**src/rtl/micro_sequencer_pkg.sv**
```systemverilog
// Shared definitions for the 8-bit single-bus CPU sequencer: widths, opcodes,
// control-bit positions, microwords, step names and sequencer states.
package micro_sequencer_pkg;

  localparam int CTRL_W = 16;
  localparam int STEP_W = 3;

  localparam logic [3:0] OP_NOP = 4'h0;
  localparam logic [3:0] OP_LDA = 4'h1;
  localparam logic [3:0] OP_ADD = 4'h2;
  localparam logic [3:0] OP_SUB = 4'h3;
  localparam logic [3:0] OP_STA = 4'h4;
  localparam logic [3:0] OP_LDI = 4'h5;
  localparam logic [3:0] OP_JMP = 4'h6;
  localparam logic [3:0] OP_JC  = 4'h7;
  localparam logic [3:0] OP_JZ  = 4'h8;
  localparam logic [3:0] OP_OUT = 4'hE;
  localparam logic [3:0] OP_HLT = 4'hF;

  localparam int B_HLT        = 15;
  localparam int B_PC_INC     = 14;
  localparam int B_PC_LOAD    = 13;
  localparam int B_PC_EN      = 12;
  localparam int B_MAR_LOAD   = 11;
  localparam int B_MEM_ST     = 10;
  localparam int B_MEM_EN     = 9;
  localparam int B_IR_LOAD    = 8;
  localparam int B_IR_EN      = 7;
  localparam int B_A_LOAD     = 6;
  localparam int B_A_EN       = 5;
  localparam int B_B_LOAD     = 4;
  localparam int B_ADDER_SUB  = 3;
  localparam int B_ADDER_EN   = 2;
  localparam int B_FLAGS_LOAD = 1;
  localparam int B_OUT_LOAD   = 0;

  localparam logic [CTRL_W-1:0] ONE = CTRL_W'(1);

  // Microwords assembled from bit positions so the bit map lives in one place.
  localparam logic [CTRL_W-1:0] UW_FETCH_ADDR = (ONE << B_PC_EN) | (ONE << B_MAR_LOAD);
  localparam logic [CTRL_W-1:0] UW_FETCH_INST = (ONE << B_MEM_EN) | (ONE << B_IR_LOAD) | (ONE << B_PC_INC);
  localparam logic [CTRL_W-1:0] UW_IR_TO_MAR  = (ONE << B_IR_EN) | (ONE << B_MAR_LOAD);
  localparam logic [CTRL_W-1:0] UW_MEM_TO_A   = (ONE << B_MEM_EN) | (ONE << B_A_LOAD);
  localparam logic [CTRL_W-1:0] UW_MEM_TO_B   = (ONE << B_MEM_EN) | (ONE << B_B_LOAD);
  localparam logic [CTRL_W-1:0] UW_SUM_TO_A   = (ONE << B_ADDER_EN) | (ONE << B_A_LOAD) | (ONE << B_FLAGS_LOAD);
  localparam logic [CTRL_W-1:0] UW_DIFF_TO_A  = UW_SUM_TO_A | (ONE << B_ADDER_SUB);
  localparam logic [CTRL_W-1:0] UW_A_TO_MEM   = (ONE << B_A_EN) | (ONE << B_MEM_ST);
  localparam logic [CTRL_W-1:0] UW_IR_TO_A    = (ONE << B_IR_EN) | (ONE << B_A_LOAD);
  localparam logic [CTRL_W-1:0] UW_IR_TO_PC   = (ONE << B_IR_EN) | (ONE << B_PC_LOAD);
  localparam logic [CTRL_W-1:0] UW_A_TO_OUT   = (ONE << B_A_EN) | (ONE << B_OUT_LOAD);
  localparam logic [CTRL_W-1:0] UW_HALT       = ONE << B_HLT;

  localparam logic [STEP_W-1:0] T0 = 3'd0;
  localparam logic [STEP_W-1:0] T1 = 3'd1;
  localparam logic [STEP_W-1:0] T2 = 3'd2;
  localparam logic [STEP_W-1:0] T3 = 3'd3;
  localparam logic [STEP_W-1:0] T4 = 3'd4;

  typedef enum logic [1:0] {
    IDLE = 2'd0,
    EXEC = 2'd1,
    HALT = 2'd2
  } seq_state_t;

endpackage

```
**src/rtl/micro_sequencer_microcode_rom.sv**
```systemverilog
// Combinational microcode: (opcode, step, flags) -> control word and a flag
// marking the final micro-step of the instruction.
module microcode_rom
  import micro_sequencer_pkg::*;
(
  input  logic [3:0]        opcode,
  input  logic [STEP_W-1:0] step,
  input  logic              flag_c,
  input  logic              flag_z,
  output logic [CTRL_W-1:0] ctrl,
  output logic              last
);

  always_comb begin
    ctrl = '0;
    last = 1'b0;
    case (step)
      T0: ctrl = UW_FETCH_ADDR;
      T1: ctrl = UW_FETCH_INST;
      T2: begin
        last = 1'b1;
        case (opcode)
          OP_NOP: ctrl = '0;
          OP_LDA, OP_ADD, OP_SUB, OP_STA: begin
            ctrl = UW_IR_TO_MAR;
            last = 1'b0;
          end
          OP_LDI: ctrl = UW_IR_TO_A;
          OP_JMP: ctrl = UW_IR_TO_PC;
          // Conditional jumps look at the flags live, so ctrl follows them within T2.
          OP_JC:  ctrl = flag_c ? UW_IR_TO_PC : '0;
          OP_JZ:  ctrl = flag_z ? UW_IR_TO_PC : '0;
          OP_OUT: ctrl = UW_A_TO_OUT;
          OP_HLT: ctrl = UW_HALT;
          default: ctrl = '0;
        endcase
      end
      T3: begin
        last = 1'b1;
        case (opcode)
          OP_LDA: ctrl = UW_MEM_TO_A;
          OP_ADD, OP_SUB: begin
            ctrl = UW_MEM_TO_B;
            last = 1'b0;
          end
          OP_STA: ctrl = UW_A_TO_MEM;
          default: ctrl = '0;
        endcase
      end
      T4: begin
        last = 1'b1;
        case (opcode)
          OP_ADD:  ctrl = UW_SUM_TO_A;
          OP_SUB:  ctrl = UW_DIFF_TO_A;
          default: ctrl = '0;
        endcase
      end
      default: begin
        ctrl = '0;
        last = 1'b0;
      end
    endcase
  end

endmodule

```
**src/rtl/micro_sequencer.sv**
```systemverilog
// Instruction sequencer FSM and micro-step counter; control words come from
// microcode_rom. run pauses at instruction boundaries; HALT is terminal.
module micro_sequencer
  import micro_sequencer_pkg::*;
(
  input  logic              clk,
  input  logic              rst_btn,
  input  logic [3:0]        opcode,
  input  logic              flag_c,
  input  logic              flag_z,
  input  logic              run,
  input  logic              step_req,
  output logic [CTRL_W-1:0] ctrl,
  output logic [STEP_W-1:0] step,
  output logic              instr_done,
  output logic              halted,
  output seq_state_t        state_dbg
);

  // Start control: in IDLE, run or a one-cycle step_req starts an instruction at
  // the next posedge; step_req seen in EXEC or HALT is dropped, never queued.
  seq_state_t        state_q, state_nx;
  logic [STEP_W-1:0] step_q, step_nx;
  logic [CTRL_W-1:0] rom_ctrl;
  logic              rom_last;

  microcode_rom u_rom (
    .opcode (opcode),
    .step   (step_q),
    .flag_c (flag_c),
    .flag_z (flag_z),
    .ctrl   (rom_ctrl),
    .last   (rom_last)
  );

  always_ff @(posedge clk or negedge rst_btn) begin
    if (!rst_btn) begin
      state_q <= IDLE;
      step_q  <= T0;
    end else begin
      state_q <= state_nx;
      step_q  <= step_nx;
    end
  end

  always_comb begin
    state_nx = state_q;
    step_nx  = step_q;
    case (state_q)
      IDLE: begin
        step_nx = T0;
        if (run || step_req) state_nx = EXEC;
      end
      EXEC: begin
        if (step_q > T4) begin
          step_nx = T0;
        end else if (rom_last) begin
          step_nx = T0;
          if (rom_ctrl[B_HLT]) state_nx = HALT;
          else if (!run)       state_nx = IDLE;
        end else begin
          step_nx = step_q + STEP_W'(1);
        end
      end
      HALT: step_nx = T0;
      default: begin
        state_nx = IDLE;
        step_nx  = T0;
      end
    endcase
  end

  always_comb begin
    ctrl = '0;
    case (state_q)
      EXEC:    ctrl = rom_ctrl;
      HALT:    ctrl = UW_HALT;
      default: ctrl = '0;
    endcase
  end

  assign instr_done = (state_q == EXEC) && rom_last;
  assign halted     = (state_q == HALT);
  assign step       = step_q;
  assign state_dbg  = state_q;

endmodule
```
**config.mk**
```make
export PLATFORM = sky130hd
export DESIGN_NAME = micro_sequencer
export DESIGN_NICKNAME = d
export VERILOG_FILES = /design/src/rtl/micro_sequencer_pkg.sv /design/src/rtl/micro_sequencer_microcode_rom.sv /design/src/rtl/micro_sequencer.sv
export SDC_FILE = /design/constraint.sdc
export NUM_CORES = 1
export LEC_CHECK = 0
export CAP_MARGIN = 20
export CORE_UTILIZATION = 43
export DETAILED_ROUTE_END_ITERATION = 8
export GPL_TIMING_DRIVEN = 0
export PLACE_DENSITY = 0.83
export SETUP_SLACK_MARGIN = 0.3
export SLEW_MARGIN = 15
export SYNTH_ARGS = -nofsm -noshare
export SYNTH_HDL_FRONTEND = slang
export SYNTH_SLANG_ARGS = --single-unit
```
**constraint.sdc**
```tcl
create_clock -name clk -period 5.3 [get_ports clk]
set_input_delay 1.325 -clock clk [delete_from_list [all_inputs] [get_ports clk]]
set_output_delay 1.325 -clock clk [all_outputs]
set_load 0.05 [all_outputs]
```
==> qor.yml <==
placement:
  gpl.final_weighted_congestion: 0.853
  dp.cells: 140
  detailedPlacementHpwl_mm: 1.50
  port_buffers: 30
  detailedPlace.worstSlack_ns: 0.633
logic_synthesis:
  ys_warn_count: 0
  postSynth.asyncResetShare_pct: 100
  synth_sequential_area_ratio_pct: 17.8
  syn_area_um2: 704
  postSynthRegisterBits: 5
  synth_edf_count: 0
  yosys.cell_types.count: 33
  synthTopCellsByArea: "sky130_fd_sc_hd__dfrtp_1 (18%), sky130_fd_sc_hd__ha_1 (14%), sky130_fd_sc_hd__inv_1 (5.9%)"
  synth_fp_nets: 112
  syn_avg_cell_area_um2: 7.49
  cell_accounting_for_the_most_synthesized_area: "sky130_fd_sc_hd__dfrtp_1"
  yosys-top-cells-count: "sky130_fd_sc_hd__inv_1 (11), sky130_fd_sc_hd__nor2_1 (11), sky130_fd_sc_hd__ha_1 (8), sky130_fd_sc_hd__nor3_1 (7), sky130_fd_sc_hd__a21oi_1 (6)"
  yosys_most_used_dff: "sky130_fd_sc_hd__dfrtp_1"
  synth_cells: 94
  synth_top_area_share_pct: 17.8
layout:
  layout.area.seq_um2: 125
  post_layout_nonfiller_instances: 144
  multi_input_comb_area_um2: 499
  post_layout_nets: 147
  nFillCells: 130
  drive_gt1_share_pct: 10.9
  antenna-diode-count: 0
  area_growth_syn_to_layout_pct: 49.2
power_and_ir_drop:
  power.ir.vdd_worst_uv: 291
  clockPowerShare_pct: 10.4
  power_dens_cells_nw_per_um2: 408
  comb_power_share_pct: 74.9
  seqPwrFrac_pct: 14.7
  swShare_pct: 54.8
  static-leakage-power_nw: 0.452
  power.switching_mw: 0.235
  intPower_mw: 0.194
timing:
  tightest_slew_ns: 0.506
  final-max-slew-violation-count: 0
  grt_setup_unrepaired: "false"
  post-route-min-period_ns: 4.68
  setup_violating_endpoint_count_in_the_final_report: 0
  fmax_ghz: 0.214
  post-route-worst-setup-slack_ns: 0.624
  hold_violations: 0
  finalSetupTns_ns: 0
  final.setup_skew_ns: 0.00135
  worst_max_slew_margin_expressed_relative_to_the_limit_pct: 66.1
  period_share_pct: 88.2
critical_path:
  crit_arrival_ns: 3.35
  worstSetupEndpointType: "output port"
  cp_slowest_stage_delay_ns: 0.79
  cp_cell_sequence: "clkdlybuf4s50_1 > buf_2 > nor3_1 > nand3_1 > o21ai_0 > and3b_1 > clkdlybuf4s50_1"
  worst_path_max_delay_cell: "sky130_fd_sc_hd__clkdlybuf4s50_1"
  worst-path-max-fanout: 10
  worstPathRequired_ns: 3.97
  timing.setup.critical_path_class: "in2out"
  worstSetupStartpointType: "primary input"
  critPathMostFrequentCell: "sky130_fd_sc_hd__clkdlybuf4s50_1"
cts:
  cts_setup_buffers: 0
  number_of_h_tree_levels: 1
  clock_latency_ns: 0.25
  root_buffer: "sky130_fd_sc_hd__clkbuf_4"
  tritoncts_clock_tree: "built"
  post_cts_resize_count: 0
  clk_pin_slew_worst_paths_ns: 0.04
  cts.path.max_buffers: 2
  cts_made_buffers: 3
  cts.hold.buffers_added: 0
  clkSinkCount: 5
route:
  dr_total_vias: 793
  wirelength_mm: 1.85
  drc: 0
  drt.antenna.violating_nets: 0
  wire_per_inst_um: 12.8
  drt-initial-drc-count: 16
  viasPerCell: 5.51
  detail_route.first_pass.iterations: 4
global_routing:
  gr-usage-all-layers_pct: 24.0
  grt_overflow_total: 0
  grt_antenna_before_repair: 0
  first_global_vias: 791
  grt_pass1_wl_mm: 3.25
  grt_max_degree: 11
die:
  floorplan.io_pins: 33
  fp.dieArea_um2: 1800
  fp-row-count: 14
  start_util_pct: 46.2
  die_height_um: 42.5
  design.core.area_um2: 1520
  dieWidth_um: 42.5
flow_run:
  cap_viol_max_count: 0
worst_hold_path:
  hp-class: "reg2reg"
status:
  run_status: "finished clean"
==> final timing paths <==
check | start | endpoint | slack (ns) | cells after the start
min in group asynchronous | rst_btn | state_dbg[1] | 1.30 | 1
max | opcode[0] | ctrl[7] | 0.62 | 7
max reg2reg | step[0] | state_dbg[0] | 3.26 | 7
min | step[0] | step[0] | 0.52 | 1
max in group asynchronous | rst_btn | step[1] | 3.81 | 1
min reg2reg | step[0] | step[0] | 0.52 | 1
==> cells by family (layout without fill, tap and decap cells) <==
group | after synthesis | in the layout | synth area share, %
AO/OA/AOI/OAI | 21 | 21 | 21.3
XOR/XNOR | 1 | 1 | 1.24
adder cells (fa/ha/maj) | 8 | 8 | 14.2
buffers and inverters | 16 | 50 | 11.4
AND/OR/NAND/NOR | 41 | 41 | 30.9
flip-flops | 5 | 5 | 17.8
multiplexers | 2 | 2 | 3.20
==> layer usage <==
layer / vias up / GRT usage, % / routed length, um
met2: 37 / 40.6 / 922
met5: - / 0 / 0
met3: 5 / 4.74 / 111
li1: 395 / - / -
met1: 356 / 26.9 / 771
met4: 0 / 15.6 / 44
==> power groups by stage <==
stage	sequential [mW]	clock (mW)	combinational [mW]
after floorplan	0.101	0	0.189
after global placement	0.0630	0	0.313
after detailed placement	0.0634	0	0.319
after CTS	0.0630	0.0471	0.320
after global routing	0.0660	0.0498	0.346
final	0.0630	0.0447	0.321
==> critical path: cells and delay by family <==
kind                   cells  cell delay, ns
AOI/OAI and AO/OA          1            0.09
and+or+nand+nor            3            0.55
buffers and inverters      3            1.38
==> stage by stage <==
stage          total power [mW]  util, %  hold slack [ns]  cell area [um^2]
2_1_floorplan             0.290        -            0.769               704
5_1_grt                   0.462     69.0            0.562              1050
4_1_cts                   0.430     69.0            0.521              1050
3_3_place_gp              0.376     67.2            0.503              1020
6_report                  0.429     69.0            0.522              1050
3_5_place_dp              0.383     67.2            0.512              1020
==> state kept, by name, indices dropped and copies added (netlist names) <==
signal,flops
state_dbg,2
step,3
==> cells in the final DEF (no fill, tap or decap), types with 2 or more instances in the layout <==
| master | instances |
|---|---|
| sky130_fd_sc_hd__dfrtp_1 | 5 |
| sky130_fd_sc_hd__o21ai_0 | 3 |
| sky130_fd_sc_hd__inv_1 | 11 |
| sky130_fd_sc_hd__nor2_1 | 11 |
| sky130_fd_sc_hd__nor2b_1 | 4 |
| sky130_fd_sc_hd__o21ai_2 | 2 |
| sky130_fd_sc_hd__and3_1 | 4 |
| sky130_fd_sc_hd__nor3_1 | 7 |
| sky130_fd_sc_hd__nand2_1 | 5 |
| sky130_fd_sc_hd__a22o_1 | 2 |
| sky130_fd_sc_hd__o221a_1 | 2 |
| sky130_fd_sc_hd__ha_1 | 8 |
| sky130_fd_sc_hd__clkdlybuf4s50_1 | 30 |
| sky130_fd_sc_hd__clkbuf_4 | 3 |
| sky130_fd_sc_hd__a21oi_1 | 6 |
| sky130_fd_sc_hd__o211ai_1 | 2 |
| sky130_fd_sc_hd__nand3_1 | 2 |
| sky130_fd_sc_hd__buf_4 | 3 |
==> final cells by class <==
type,instances,share of cell area (%)
flip-flops and latches,5,11.9
inverters,11,3.93
well taps,16,1.90
clock buffers,4,2.50
plain buffers,5,3.69
multi-input cells,73,47.5
repair buffers,30,28.6
Note: power is estimated with default switching activity, not from simulation.
==> edit, RTL diff (same flow settings) <==
Reset style: synchronous (`rst_btn`), changed in one clocked block.
--- a/src/rtl/micro_sequencer.sv
+++ b/src/rtl/micro_sequencer.sv
@@ -34,5 +34,5 @@
   );
 
-  always_ff @(posedge clk or negedge rst_btn) begin
+  always_ff @(posedge clk) begin
     if (!rst_btn) begin
       state_q <= IDLE;
Behaviour: differs if rst_btn is asserted again (counterexample within 4 cycles, from zero or initial values and one cycle with rst_btn low); with rst_btn held inactive, the same outputs for 10 cycles.
==> edit against the unedited design <==
Routed wire length fell by 7.3%; final cell count increased by 1.4%; die area down 0.68%; cell area up 0.48%; worst setup slack got worse by 120 ps; sequential cell count is the same; synthesized area is 0.71% lower; largest cell class unchanged.
Power is not compared: it rests on default switching activity, and its combinational part moved more than twofold at a synthesized area within 25%.
==> edit: results (changes against the unedited design) <==
| Group | Metric | Reported | Delta |
|:---|:---|:---|:---|
| synthesis | Share of synthesized area occupied by flip-flops and latches | 14.3% | -3.5 points |
| routing | Uppermost layer routed | met4 |  |
| global routing | Total GRT Usage | 20.1% | -3.9 points |
| global routing | First-pass GRT wire length | 2.77 mm | -15% |
| placement | Buffers added on ports | 31 | +3.3% |
| cells and area | Filler Cells Inserted | 124 | -4.6% |
| cells and area | Total number of nets in the final design | 149 | +1.4% |
| clocking | Insertion delay of the later-clocked pin in the worst-skew pair | 240 ps |  |
| clocking | Buffer type at the clock tree root | clkbuf_4 |  |
| cells and area | Fraction of final layout cells sized beyond drive strength 1 | 14.6% | +3.7 points |
| sta | Clock Skews | 1.79 ps | +0.444 ps |
| global routing | Met3 demand-to-capacity share in global routing | 3.02% | -1.7 points |
| global routing | Number of global-route vias before repair | 688 | -13% |
| routing | Number of vias per cell | 5.36 | -2.7% |
| critical path | Arrival time of data at the critical path endpoint | 3470 ps | +120 ps |
| clocking | Register clock-pin slew on the reported worst setup and hold paths | 40 ps | about the same |
| global routing | Pin count of the biggest net entering global routing | 11 | unchanged |
| placement | Routability congestion estimate | 0.829 | -2.9% |
| synthesis | Leading post-synthesis cells by instance count | nor2_1 (14), nand2_1 (12), ha_1 (8), inv_1 (8), dfxtp_1 (5) |  |
| routing | Routed wl met2 | 883 µm | -4.2% |
| routing | Met3 routed WL | 73 µm | -34% |
| placement | DPL Wire Length | 1.40 mm | -6.5% |
| global routing | Grt met2 use | 36.9% | -3.7 points |
| synthesis | Mean post-synth cell area | 7.36 µm² | -1.8% |
| placement | Number of instances in the placed design | 142 | +1.4% |
| routing | WL met1 | 719 µm | -6.7% |
| run status | Result of the run | finished clean |  |
| synthesis | YS warnings | 0 | unchanged |
| global routing | Antenna violations before repair | 0 | unchanged |
| synthesis | Asr flop ratio synth | 0% | -100 points |
| clocking | Maximum clock path buffer count | 2 | unchanged |
| sta | Worst Max-Slew Pin Slew | 508 ps | +1.41 ps |
| global routing | Met1 usage | 21.3% | -5.6 points |
| cells and area | Number of standard cells in the layout, taps in and fillers out | 146 | +1.4% |
| routing | Routed wirelength normalized by instance count | 11.7 µm | -8.6% |
| routing | Iteration-0 DRC Markers | 7 | -9 |
| synthesis | Unique cell type count in the Yosys netlist | 35 | +6.1% |
| synthesis | Synth area leaders | dfxtp_1 (14%), ha_1 (14%), nor2_1 (7.5%), nand2_1 (6.4%), inv_1 (4.3%) |  |
| synthesis | Nets in the synthesized netlist | 113 | +0.89% |
| synthesis | Prevailing post-synth register cell | dfxtp_1 |  |
## edit: path summary, 6_finish.rpt
check                                   end  depth (start not counted)  slack (ps)          startpoint
setup / recovery                    ctrl[2]                          7         500           opcode[1]
hold reg to reg          step[0]$_SDFF_PP0_                          1         490  step[0]$_SDFF_PP0_
setup reg to reg  state_dbg[0]$_SDFFE_PN0P_                          6        3540  step[0]$_SDFF_PP0_
hold / removal           step[0]$_SDFF_PP0_                          1         490  step[0]$_SDFF_PP0_
## edit: logic make-up (layout without fill, tap and decap cells)
group	count (synthesis)	in the layout	share of synthesized area (%)
AOI/OAI and AO/OA	17	17	17.5
and+or+nand+nor	48	48	37.9
DFF	5	5	14.3
adders and majority gates	8	8	14.3
buffers and inverters	14	49	11.4
muxes	3	3	4.47
## edit: power by group through the flow
stage / clock network (µW) / logic (µW) / registers, µW
after CTS: 45.3 / 156 / 50.7
after global placement: 0 / 153 / 50.7
after detailed placement: 0 / 156 / 51.4
after global routing: 46.3 / 169 / 51.2
final: 43.2 / 155 / 50.4
after floorplan: 0 / 92.1 / 71.2
## edit: layout make-up
cell class | count | share of cell area (%)
well taps | 16 | 1.90
plain buffers | 6 | 4.74
clock buffers | 4 | 2.49
flip-flops and latches | 5 | 9.48
inverters | 8 | 2.84
multi-input cells | 76 | 49.2
repair buffers | 31 | 29.4
## edit: metrics by stage
step / cell area (µm²) / setup WS (ps)
after floorplan: 699 / 938
after global placement: 1030 / 516
after detailed placement: 1030 / 504
after CTS: 1060 / 493
after global routing: 1060 / 419
final: 1060 / 504
## edit: worst max-delay path, cell delays in order
cell,delay (ps)
clkdlybuf4s50_1,490
buf_6,140
nor3b_4,230
and3_1,240
and2_1,160
buf_4,100
clkdlybuf4s50_1,790
